### src/rtl/cla64_rr_scheduler.sv
// Round-robin front end for a single shared, registered 64-bit adder.
// Picks one requester per cycle, steers its operands into the adder and
// carries the requester ID alongside the adder pipeline. The result comes
// back as a one-cycle tagged response.
//
// Handshake: requester i transfers in a cycle where req_valid[i] and
// req_ready[i] are both high. req_ready is one-hot and never asserted
// without the matching req_valid, so every grant is a transfer. req_ready
// depends combinationally on req_valid, so req_valid must not depend on
// req_ready. Responses have no backpressure. rsp_valid qualifies
// rsp_id/rsp_sum/rsp_cout for exactly one cycle.
module cla64_rr_scheduler #(
    parameter int NREQ    = 4,
    parameter int ADD_LAT = 1,
    parameter int IDW     = (NREQ > 1) ? $clog2(NREQ) : 1
) (
    input  logic                 clock,
    input  logic                 reset,
    input  logic                 issue_en,
    input  logic [NREQ-1:0]      req_valid,
    input  logic [NREQ*64-1:0]   req_op1,
    input  logic [NREQ*64-1:0]   req_op2,
    output logic [NREQ-1:0]      req_ready,
    output logic [63:0]          add_op1,
    output logic [63:0]          add_op2,
    input  logic [63:0]          add_sum,
    input  logic                 add_cout,
    output logic                 rsp_valid,
    output logic [IDW-1:0]       rsp_id,
    output logic [63:0]          rsp_sum,
    output logic                 rsp_cout,
    output logic                 busy
);

    logic [IDW-1:0] ptr;
    logic [IDW-1:0] ptr_next;
    logic           grant;
    logic [IDW-1:0] grant_id;
    logic [IDW:0]   cand;

    logic [ADD_LAT-1:0] tag_valid;
    logic [IDW-1:0]     tag_id [ADD_LAT];

    // Rotating-priority search starting at ptr; requests are ignored in reset.
    always_comb begin
        grant    = 1'b0;
        grant_id = '0;
        cand     = '0;
        if (issue_en && !reset) begin
            for (int k = 0; k < NREQ; k++) begin
                cand = {1'b0, ptr} + (IDW+1)'(k);
                if (cand >= (IDW+1)'(NREQ)) begin
                    cand = cand - (IDW+1)'(NREQ);
                end
                if (!grant && req_valid[cand[IDW-1:0]]) begin
                    grant    = 1'b1;
                    grant_id = cand[IDW-1:0];
                end
            end
        end
    end

    // One-hot ready and operand steering; operands are zero without a grant.
    always_comb begin
        req_ready = '0;
        add_op1   = '0;
        add_op2   = '0;
        for (int i = 0; i < NREQ; i++) begin
            if (grant && grant_id == IDW'(i)) begin
                req_ready[i] = 1'b1;
                add_op1      = req_op1[i*64 +: 64];
                add_op2      = req_op2[i*64 +: 64];
            end
        end
    end

    // Pointer moves just past the winner on a transfer, otherwise holds.
    always_comb begin
        ptr_next = ptr;
        if (grant) begin
            if (grant_id == IDW'(NREQ - 1)) begin
                ptr_next = '0;
            end else begin
                ptr_next = grant_id + IDW'(1);
            end
        end
    end

    // Round-robin pointer register.
    always_ff @(posedge clock) begin
        if (reset) begin
            ptr <= '0;
        end else begin
            ptr <= ptr_next;
        end
    end

    // Tag shift register mirroring the adder latency; reset drops in-flight tags.
    always_ff @(posedge clock) begin
        if (reset) begin
            tag_valid <= '0;
            for (int i = 0; i < ADD_LAT; i++) begin
                tag_id[i] <= '0;
            end
        end else begin
            tag_valid[0] <= grant;
            tag_id[0]    <= grant_id;
            for (int i = 1; i < ADD_LAT; i++) begin
                tag_valid[i] <= tag_valid[i-1];
                tag_id[i]    <= tag_id[i-1];
            end
        end
    end

    assign rsp_valid = tag_valid[ADD_LAT-1];
    assign rsp_id    = tag_id[ADD_LAT-1];
    assign rsp_sum   = add_sum;
    assign rsp_cout  = add_cout;
    assign busy      = |tag_valid;

endmodule

### config.mk
export PLATFORM = sky130hd
export DESIGN_NAME = cla64_rr_scheduler
export DESIGN_NICKNAME = d
export VERILOG_FILES = /design/src/rtl/cla64_rr_scheduler.sv
export SDC_FILE = /design/constraint.sdc
export NUM_CORES = 1
export LEC_CHECK = 0
export CAP_MARGIN = 20
export CORE_AREA = 2 2 302 304
export CTS_CLUSTER_DIAMETER = 100
export DETAILED_ROUTE_END_ITERATION = 8
export DIE_AREA = 0 0 304 306
export PLACE_DENSITY_LB_ADDON = 0.1
export SLEW_MARGIN = 30
export SYNTH_ARGS = -nofsm -noshare
export SYNTH_HDL_FRONTEND = slang
export SYNTH_SLANG_ARGS = --single-unit
export TNS_END_PERCENT = 1
### constraint.sdc
create_clock -name clock -period 2.85 [get_ports clock]
set_clock_uncertainty 0.05 [all_clocks]
set_input_delay 0.285 -clock clock [delete_from_list [all_inputs] [get_ports clock]]
set_output_delay 0.285 -clock clock [all_outputs]
set_load 0.02 [all_outputs]
; ---- Word-level counts from Yosys, hierarchy flattened
; Memory sizes are Yosys's and may differ from the RTL's.
; Index checks and enable logic that the tools add are counted.
[classes]
shift = 0
muxes = 47
eq_ne = 3
n_div = 0
addsub = 8
n_mul = 0
bitwise = 0
n_reduce_logical = 14
magnitude_cmp = 8
[op_table]
columns = op, n
row1 = $mux W64, 8
row2 = $mux W2, 15
row3 = $mux W1, 20
row4 = $lt A2 B3 Y1 const B, 4
row5 = $ge A3 B3 Y1 const B, 3
row6 = $bmux W1 S2, 4
row7 = $logic_and A1 B1 Y1, 8
row8 = $sub A2 B1 Y2 const B, 4
row9 = $add A2 B2 Y3 const B, 2
row10 = $eq A2 B2 Y1 const B, 2
row11 = $logic_not A1 Y1, 4
row12 = $add A2 B1 Y3 const B, 1
row13 = $ge A2 B3 Y1 const B, 1
row14 = $add A2 B1 Y2 const B, 1
row15 = $eq A2 B1 Y1 const B, 1
row16 = $logic_not A2 Y1, 1
row17 = $reduce_or A2 Y1, 1
[totals]
rom_bits = 0
mem_count = 1
ramBits = 2
latchBits = 0
ff_bits = 3
[memory_table]
columns = name, depth, word_bits, read_ports, rd_clocked_by_memory_dff, write_ports, line
row1 = tag_id, 1, 2, 1, 0, 1, 42  ; logic [IDW-1:0] tag_id [ADD_LAT];

; ---- Depth between registers and ports, before layout
; Gate-level depths: netlist of the first run.
[logic_depth]
ltp_word = 25
mapped_depth = 12
mapped_depth_nobuf = 8

; ---- Worst setup path after synthesis of the first run
; OpenSTA, ideal clock, no wires.
[synth_timing]
path_kind = register -> output
from = register ptr[0]
to = output port add_op1[34]
arrival_time_ns = 2.414
stages_incl_launch_ff = 10
setup_slack_ns = 0.101
required_time_ns = 2.515
path_cell_list = dfxtp_1 -> inv_1 -> a221oi_1 -> o221ai_1 -> ha_1 -> buf_2 -> buf_2 -> clkbuf_1 -> a221o_1 -> a21oi_1
[synth_via]
elab_chain_cells = 25
word_cells_on_any_way = 58
cone_classes = 7 x add/sub / 4 x order compare / 3 x eq/ne / 33 x mux / 11 x reduce/logical
[synth_rtl]
columns = item, line
row1 = from (decl), 35  ; logic [IDW-1:0] ptr;
row2 = from (signal assigned), 94  ; ptr <= ptr_next;
row3 = $ge A2 B3 Y1 / $sub A2 B1 Y2 (equally long branches), "52, 53"
row4 = $mux W2, 52  ; if (cand >= (IDW+1)'(NREQ)) begin
row5 = $mux W2, 49  ; if (issue_en && !reset) begin
row6 = $bmux W1 S2, 55  ; if (!grant && req_valid[cand[IDW-1:0]]) begin
row7 = $mux W1 (implied by the code), 55
row8 = $mux W1, 55
row9 = $mux W1, 49
row10 = $logic_not A1 Y1, 55
row11 = [7 not listed], --
row12 = $logic_not A1 Y1, 55
row13 = $logic_and A1 B1 Y1, 55
row14 = $mux W2, 55
row15 = $mux W2, 49
row16 = $logic_not A2 Y1, 69  ; if (grant && grant_id == IDW'(i)) begin
row17 = $logic_and A1 B1 Y1, 69
row18 = $mux W64 (3 in series), 69
row19 = $mux W64 (*), 69
row20 = to (decl), 24  ; output logic [63:0] add_op1,
; Every way passes the cells marked *; elsewhere a longest branch is shown, timed or not. The select of a mux whose other input is x is not followed.

; ---- Worst setup path after layout of the first run
[layout_timing]
from = register ptr[0]
to = output port add_op1[53]
; Same word-level chain as after synthesis.

==> flow_summary_export.csv, run 1 <==
group,metric,value,unit
setup_path,rrSetupSlack,1120,ps
setup_path,critPathLaunchType,"register",
floorplanning,start_util,0.0664,
floorplanning,pin_count,785,
clock_tree,cts_root_buffer,"clkbuf_16",
power_and_ir_drop,leakage,5.92,nW
clock_tree,cts_tree,"built",
setup_path,crit_type,"register to primary output",
setup_path,end_kind,"primary output",
logic_synthesis,synth_top_cell_by_area,"a21oi_1",
clock_tree,clk_pin_slew,30,ps
placed_design,dp_slack,-1260,ps
layout,utilization,0.171,
routing,avgRoutedWirePerCell,19.8,µm
clock_tree,insertion_delay,230,ps
logic_synthesis,synth_area_per_cell,5.99,µm²
layout,fin_nets,2228,
global_route,grt_pass1_vias,10500,
setup_path,critPathCapture,"add_op1[53]",
routing,drt_iter0_markers,376,
run,maxCapViolations,0,
placed_design,place_area,14300,µm²
logic_synthesis,yosys-top-cells-area,"a21oi_1 (22%), a221o_1 (22%), nand3b_1 (16%)",
clock_tree,clock_sinks,5,
clock_tree,postCtsHoldBufs,0,
global_route,track_usage,0.113,
setup_path,crit_path_start,"ptr[0]",
layout,stdcell_area,15300,µm²
logic_synthesis,async_flop_share,0,
setup_path,critPathRequiredTime,2520,ps
placed_design,place_congestion,0.789,
timing,tightestPinTransition,937,ps
routing,drtPass1Iterations,5,
global_route,antenna_found_initial,8,
floorplanning,dieArea,93000,µm²
clock_tree,clockBufferDepth,2,
logic_synthesis,yosysUniqueCellTypes,27,
setup_path,r2r-end,"ptr[1]",
placed_design,hpwlAfterDp,42.6,mm
routing,drc,0,
timing,finalMaxSlewViolations,0,
timing,clock.fmax,317,MHz
logic_synthesis,ys_ff_latch,5,
power_and_ir_drop,p_int,1.67,mW
power_and_ir_drop,ir_drop,0.193,mV
power_and_ir_drop,pwr-share-clk,0.087,
timing,period_needed,3160,ps
timing,postLayoutSetupSlackWorst,-307,ps
power_and_ir_drop,p_seq_frac,0.030,
global_route,grt-ovfl-total,0,
power_and_ir_drop,combinationalPowerShare,0.884,
routing,drt-vias-per-instance,3.50,
routing,vias,9879,
logic_synthesis,synth_flop_cell,"dfxtp_1",
logic_synthesis,synth.most_common_cell,"a21oi_1",
floorplanning,core,89600,µm²
timing,setup_viol,128,
setup_path,reg2reg_depth,8,
layout,drive_gt1_frac,0.243,
timing,rsz0062_at_grt,"yes",
power_and_ir_drop,power.switching,1.01,mW
status,violations,"setup timing",
logic_synthesis,syn_inst,994,
routing,ant_nets,0,
power_and_ir_drop,total_power,2.68,mW
timing,max-slew-margin-rel,0.376,
floorplanning,fp.dieH,306,µm
logic_synthesis,synth_edf_count,0,
global_route,grt_max_degree,59,
placed_design,io_buffer_count,654,
power_and_ir_drop,switching_share,0.376,
timing,finalHoldViolations,0,
power_and_ir_drop,p_per_area,175,nW/µm²
logic_synthesis,synth_area,5950,µm²
timing,tns,-27520,ps
global_route,grt_pass1_wl,77.2,mm
clock_tree,cts_buffers,3,
floorplanning,die_x,304,µm
layout,areaGrowthSynthToFinish,158,%
logic_synthesis,seq_area_frac_synth,0.0168,
clock_tree,htree_num_levels,1,
logic_synthesis,yosysWarnings,0,
routing,wl,55.8,mm
logic_synthesis,synth_top_area_frac,0.215,
logic_synthesis,synth.top_cells.by_count,"a21oi_1 (256), inv_1 (136), nand2_1 (129)",
setup_path,worstPathArrival,2820,ps
hold_path,min_path_type,"primary input to register",
setup_path,reg2reg_from,"ptr[1]",
logic_synthesis,syn-num-nets,1582,
status,status,"finished with violations",
floorplanning,rows,110,
setup_path,crit_fanout,12,
timing,fin_crit_sh,1.11,
-- cell usage in the layout (no fill, tap or decap), drive strengths merged, types with 2 or more instances in the layout --
master / n
a21oi: 256
a221o: 128
a221oi: 3
and2: 4
buf: 294
bufbuf: 6
clkbuf: 8
clkdlybuf4s50: 516
dfxtp: 5
diode: 6
dlygate4sd2: 2
ha: 4
inv: 136
nand2: 129
nand2b: 2
nand3b: 128
nor2: 2
o21ai: 2
o221a: 2
o311a: 2
o311ai: 2
-- layer usage --
metal,global-route usage,vias to the layer above,routed length (µm)
met5,0,-,27
met4,0.0249,4,875
met3,0.0268,45,3490
met2,0.221,405,30300
met1,0.120,4621,21100
li1,-,4804,-
-- worst min path at each step --
| stage | start | end | slack [ps] | cells past startpoint |
|---|---|---|---|---|
| global route | add_sum[4] | rsp_sum[4] | 520 | 0 |
| floorplan | req_valid[3] | tag_id[0][0] | 420 | 1 |
| global placement | add_sum[12] | rsp_sum[12] | 520 | 0 |
| detailed placement | add_sum[12] | rsp_sum[12] | 520 | 0 |
| CTS | reset | ptr[1] | 500 | 4 |
| finish | reset | ptr[1] | 490 | 4 |
-- cell type report --
type	instances	area [µm²]
clock buffer	4	78.8
tap	1176	1470
sequential	5	108
inverter	136	510
fill	10200	74300
antenna	6	15.0
multi-input combinational	672	4740
timing repair buffer	822	8410
-- critical path, stage by stage, from the launching register on --
cell      delay [ps]
dfxtp_4          370
and4bb_4         240
o21ai_4          200
o311ai_4         170
ha_4             220
buf_12           140
buf_16           150
buf_12           150
buf_8            140
nand3b_1         150
a221o_1          370
a21oi_2          130
buf_4            160
-- through the flow --
stage / hold WS, ps / cells
2_1_floorplan: 415 / 994
5_1_grt: 520 / 2821
3_5_place_dp: 520 / 2776
6_report: 490 / 2821
3_3_place_gp: 520 / 2776
4_1_cts: 498 / 2809
-- power groups by stage --
stage | combinational, mW | clock, mW | sequential (mW)
after detailed placement | 2.17 | 0 | 0.0795
after floorplan | 0.963 | 0 | 0.0808
after global placement | 2.18 | 0 | 0.0795
final | 2.37 | 0.232 | 0.0799
after global routing | 2.55 | 0.244 | 0.0806
after CTS | 2.37 | 0.239 | 0.0800
-- what timing repair did --
item | in CTS | in global routing
buffers inserted | 19 | 7
endpoints found under the setup margin | 132 | 132
gates cloned | 11 | 0
pin swaps | 34 | 23
gates resized for setup | 720 | 86
-- cell families (layout without fill, tap and decap cells) --
kind of cell	Yosys count	in the layout	synth area share
AOI/OAI and AO/OA	398	398	0.451
buffers and inverters	317	962	0.266
and+or+nand+nor	270	270	0.258
DFF	5	5	0.0168
adders and majority gates	4	4	0.00841
other	0	6	0
-- registers in the layout, summed over array words and instances (netlist names) --
| name | cells |
|---|---|
| ptr | 2 |
| tag_id | 2 |
| busy | 1 |
Note: power is estimated with default switching activity, not from simulation.
==> run 2: changes to the inputs <==
--- a/config.mk
+++ b/config.mk
@@ -6,10 +6,10 @@
 export NUM_CORES = 1
 export LEC_CHECK = 0
 export CAP_MARGIN = 20
-export CORE_AREA = 2 2 302 304
+export CORE_AREA = 2 2 309 311
 export CTS_CLUSTER_DIAMETER = 100
 export DETAILED_ROUTE_END_ITERATION = 8
-export DIE_AREA = 0 0 304 306
+export DIE_AREA = 0 0 311 313
 export PLACE_DENSITY_LB_ADDON = 0.1
 export SLEW_MARGIN = 30
 export SYNTH_ARGS = -nofsm -noshare
==> constraint.sdc (replaced) <==
create_clock -name clock -period 4.1 [get_ports clock]
set_clock_uncertainty 0.05 [all_clocks]
set_input_delay 0.41 -clock clock [delete_from_list [all_inputs] [get_ports clock]]
set_output_delay 0.41 -clock clock [all_outputs]
set_load 0.02 [all_outputs]
==> flow_summary_export.csv, run 2 (synthesis gave the netlist of run 1 again) <==
group,metric,value,unit
layout,utilization,0.151,
routing,ant_nets,0,
timing,fin_crit_sh,0.958,
global_route,antenna_found_initial,1,
global_route,grt_pass1_wl,69.4,mm
hold_path,min_path_type,"register to register",
run,maxCapViolations,0,
power_and_ir_drop,leakage,5.69,nW
layout,stdcell_area,14200,µm²
timing,clock.fmax,255,MHz
setup_path,worstPathArrival,3470,ps
placed_design,place_area,14300,µm²
placed_design,place_congestion,0.784,
floorplanning,core,94200,µm²
setup_path,end_kind,"primary output",
layout,areaGrowthSynthToFinish,138,%
status,status,"finished clean",
floorplanning,start_util,0.0632,
setup_path,crit_fanout,34,
placed_design,io_buffer_count,654,
floorplanning,die_x,311,µm
timing,finalMaxSlewViolations,0,
floorplanning,pin_count,785,
clock_tree,insertion_delay,230,ps
routing,vias,9598,
routing,wl,49.4,mm
layout,multi_input_area,4330,µm²
timing,max-slew-margin-rel,0.570,
global_route,grt_pass1_vias,10100,
power_and_ir_drop,p_per_area,115,nW/µm²
timing,setup_viol,0,
routing,avgRoutedWirePerCell,17.3,µm
layout,n_fill_cell,11000,
clock_tree,cts_buffers,3,
layout,fin_nets,2176,
clock_tree,clk_pin_slew,30,ps
global_route,track_usage,0.0939,
floorplanning,dieArea,97300,µm²
floorplanning,fp.dieH,313,µm
floorplanning,rows,113,
setup_path,critPathLaunchType,"primary input",
placed_design,hpwlAfterDp,41.6,mm
power_and_ir_drop,ir_drop,0.103,mV
timing,finalHoldViolations,0,
clock_tree,htree_num_levels,1,
power_and_ir_drop,total_power,1.63,mW
timing,whs,539,ps
timing,tightestPinTransition,645,ps
timing,period_needed,3930,ps
layout,final_cell_mix,"clkdlybuf4s50_1 (525), a21oi_1 (254), inv_1 (136), nand2_1 (129)",
setup_path,critPathRequiredTime,3640,ps
timing,rsz0062_at_grt,"yes",
clock_tree,clock_sinks,5,
setup_path,crit_type,"primary input to primary output",
routing,drt-vias-per-instance,3.36,
clock_tree,cts_tree,"built",
layout,drive_gt1_frac,0.0901,
clock_tree,clockBufferDepth,2,
routing,drt_iter0_markers,380,
routing,drtPass1Iterations,4,
global_route,grt-ovfl-total,0,
routing,drc,0,
layout,layout.cells.most_common,"clkdlybuf4s50_1",
layout,seqCellArea,100,µm²
global_route,grt_max_degree,63,
clock_tree,cts_root_buffer,"clkbuf_16",
## run 2: cell count changes in the layout (fill, tap and decap cells not counted), sizes merged
| cell | before | now |
|---|---|---|
| diode | 6 | 1 |
| clkbuf | 8 | 11 |
| dlygate4sd2 | 2 | 111 |
| clkdlybuf4s15 | 0 | 2 |
| bufbuf | 6 | 0 |
| buf | 294 | 122 |
| dlymetal6s2s | 0 | 3 |
| clkdlybuf4s50 | 516 | 525 |
## run 2: power breakdown
| group | leakage, nW | switching, mW | internal (mW) |
|---|---|---|---|
| logic | 5.61 | 0.576 | 0.840 |
| clock network | 0.0382 | 0.0313 | 0.129 |
| registers | 0.0410 | 0.00285 | 0.0519 |
| total | 5.69 | 0.610 | 1.02 |
## run 2: cell type report
cell class	count	area share
repair buffers	770	0.534
diodes	1	0.000177
multi-input cells	672	0.306
clock buffers	4	0.00556
inverters	136	0.0360
well taps	1265	0.112
flip-flops and latches	5	0.00706
## run 2: through the flow
step	worst slack, ps	cells	setup TNS, ps
after CTS	-72.7	2852	-72.7
after detailed placement	-356	2848	-11910
after floorplan	1120	994	0
after global routing	-46.1	2853	-46.1
final	172	2853	0
after global placement	-487	2848	-17180
## run 2: layer usage
layer	track usage	vias up	routed length, µm
met5	0	-	0
met4	0.0125	0	593
met3	0.0213	34	3090
met1	0.0982	4494	18400
li1	-	4675	-
met2	0.191	395	27300
## run 2: worst max-delay path: stages
cell and delay [ps]:
clkdlybuf4s50_1 510, buf_4 190, nor4_2 210, nand2b_4 190, inv_1 70, o221ai_1 210, ha_4 260, buf_12 220
a21oi_1 70, a221o_1 330, a21oi_1 140, clkdlybuf4s50_1 630
## run 2: final timing paths
check | startpoint | end | slack, ps | depth (start not counted)
worst max-delay path | req_valid[0] | add_op2[25] | 170 | 12
worst min-delay path | ptr[0] | ptr[0] | 540 | 2
worst max register to register | ptr[0] | ptr[1] | 2130 | 7
worst min register to register | ptr[0] | ptr[0] | 540 | 2
## run 2: repair_timing
action	4_1_cts	5_1_grt
setup endpoints to repair	125	31
pin swaps	0	0
hold buffers	0	0
gates resized for setup	127	19
setup buffers	0	0
==> run 3: changes to the inputs <==
--- a/config.mk
+++ b/config.mk
@@ -6,10 +6,10 @@
 export NUM_CORES = 1
 export LEC_CHECK = 0
 export CAP_MARGIN = 20
-export CORE_AREA = 2 2 309 311
+export CORE_AREA = 4 4 302 304
 export CTS_CLUSTER_DIAMETER = 100
 export DETAILED_ROUTE_END_ITERATION = 8
-export DIE_AREA = 0 0 311 313
+export DIE_AREA = 0 0 306 308
 export PLACE_DENSITY_LB_ADDON = 0.1
 export SLEW_MARGIN = 30
 export SYNTH_ARGS = -nofsm -noshare
==> flow_summary_export.csv, run 3 (synthesis gave the netlist of run 1 again) <==
group,metric,value,unit
routing,vias,9587,
timing,postLayoutSetupSlackWorst,-72.6,ps
floorplanning,fp.dieH,308,µm
setup_path,critPathRequiredTime,3640,ps
routing,drtPass1Iterations,6,
routing,drt-vias-per-instance,3.47,
routing,drc,0,
power_and_ir_drop,ir_drop,0.0951,mV
setup_path,critPathCapture,"add_op2[15]",
clock_tree,cts_root_buffer,"clkbuf_16",
global_route,grt_pass1_vias,10200,
timing,tightestPinTransition,718,ps
setup_path,crit_path_start,"req_valid[0]",
setup_path,crit_type,"primary input to primary output",
floorplanning,core,88200,µm²
timing,tns,-156,ps
layout,utilization,0.160,
clock_tree,cts_buffers,3,
floorplanning,rows,109,
global_route,track_usage,0.0994,
status,violations,"setup timing",
timing,max-slew-margin-rel,0.521,
setup_path,crit_family,"buffers and inverters",
global_route,antenna_found_initial,7,
placed_design,dp_slack,-238,ps
routing,ant_nets,0,
hold_path,min_path_type,"register to register",
routing,wl,51.2,mm
placed_design,place_area,14100,µm²
clock_tree,insertion_delay,220,ps
setup_path,rrSetupSlack,2220,ps
power_and_ir_drop,p_per_area,116,nW/µm²
power_and_ir_drop,leakage,5.84,nW
timing,fin_crit_sh,1.02,
clock_tree,clock_sinks,5,
global_route,busiest_layer,"met2",
setup_path,path_cells,"clkdlybuf4s50_1, nand2b_1, a221oi_1, buf_4, o311a_1, ha_4, buf_16, buf_4, a21oi_1, a221o_1, a21oi_1, clkdlybuf4s50_1",
clock_tree,cts_setup_buffers,0,
timing,setup_viol,3,
setup_path,cp_num_buf_inv,5,
global_route,met3_usage,0.0275,
layout,drive_gt1_frac,0.102,
setup_path,crit_fanout,46,
layout,final_cell_mix,"clkdlybuf4s50_1 (528), a21oi_1 (256), inv_1 (136), nand2_1 (129)",
timing,clock.fmax,240,MHz
clock_tree,clk_pin_slew,30,ps
placed_design,io_buffer_count,654,
setup_path,slowest_stage,"clkdlybuf4s50_1",
setup_path,reg2reg_from,"ptr[0]",
floorplanning,dieArea,94200,µm²
placed_design,place_congestion,0.771,
run,maxCapViolations,0,
setup_path,slowest_delay,620,ps
layout,layout.cells.most_common,"clkdlybuf4s50_1",
routing,drt_iter0_markers,422,
layout,areaGrowthSynthToFinish,137,%
floorplanning,die_x,306,µm
clock_tree,htree_num_levels,1,
layout,fin_nets,2182,
global_route,grt_use_met2,0.187,
timing,finalHoldViolations,0,
clock_tree,cts_tree,"built",
status,status,"finished with violations",
timing,whs,525,ps
placed_design,hpwlAfterDp,42.6,mm
layout,stdcell_area,14100,µm²
setup_path,worstPathArrival,3710,ps
setup_path,r2r-end,"ptr[1]",
floorplanning,start_util,0.0675,
setup_path,end_kind,"primary output",
timing,rsz0062_at_grt,"yes",
timing,finalMaxSlewViolations,0,
global_route,grt_max_degree,111,
clock_tree,clockBufferDepth,2,
timing,period_needed,4170,ps
hold_path,hp-start,"ptr[1]",
setup_path,critPathLaunchType,"primary input",
setup_path,reg2reg_depth,7,
floorplanning,pin_count,785,
global_route,grt-ovfl-total,0,
global_route,grt_pass1_wl,71.5,mm
setup_path,cp.depth,12,
routing,avgRoutedWirePerCell,18.5,µm
global_route,grt_use_met1,0.111,
-- run 3: cell types whose count changed in the layout (fill, tap and decap cells not counted), sizes merged --
cell | before | now
clkdlybuf4s50 | 525 | 528
dlymetal6s2s | 3 | 17
clkdlybuf4s15 | 2 | 3
diode | 1 | 7
buf | 122 | 139
dlygate4sd2 | 111 | 78
clkbuf | 11 | 15
-- run 3: per-layer routing --
metal	up-vias	wire, µm
met1	4458	19700
met5	-	0
met4	0	791
met3	41	3870
met2	392	26800
li1	4696	-
-- run 3: power breakdown --
part           leakage (nW)  switching (mW)  internal, mW
sequential           0.0410         0.00279        0.0519
combinational          5.76           0.578         0.848
clock                0.0382          0.0311         0.129
total                  5.84           0.612          1.03
-- run 3: area by class of cell --
type	instances	area (µm²)
Clock buffer	4	78.8
Timing Repair Buffer	776	7620
Fill cell	10100	74100
Tap cell	1165	1460
Sequential cell	5	100
Multi-Input combinational cell	672	4330
Inverter	136	510
Antenna cell	7	17.5
-- run 3: worst min-delay path, cell delays in order, from the launching register on --
cell,delay (ps)
dfxtp_1,330
o211ai_1,110
o21ai_0,80
-- run 3: stage by stage --
stage,power [mW],instances
CTS,1.68,2758
floorplan,0.725,994
detailed placement,1.54,2754
global route,1.76,2764
finish,1.64,2765
global placement,1.55,2754
-- run 3: worst min-delay path by stage --
stage / to / slack, ps / cells after the start
after floorplan: ptr[1] / 460 / 2
after global placement: ptr[1] / 530 / 2
after detailed placement: ptr[1] / 530 / 2
after CTS: ptr[1] / 540 / 2
after global routing: ptr[1] / 570 / 2
final: ptr[1] / 530 / 2
-- run 3: timing repair --
item,in CTS,in global routing
setup endpoints to repair,117,39
pin swaps,1,0
hold buffers,0,0
gates resized for setup,100,42
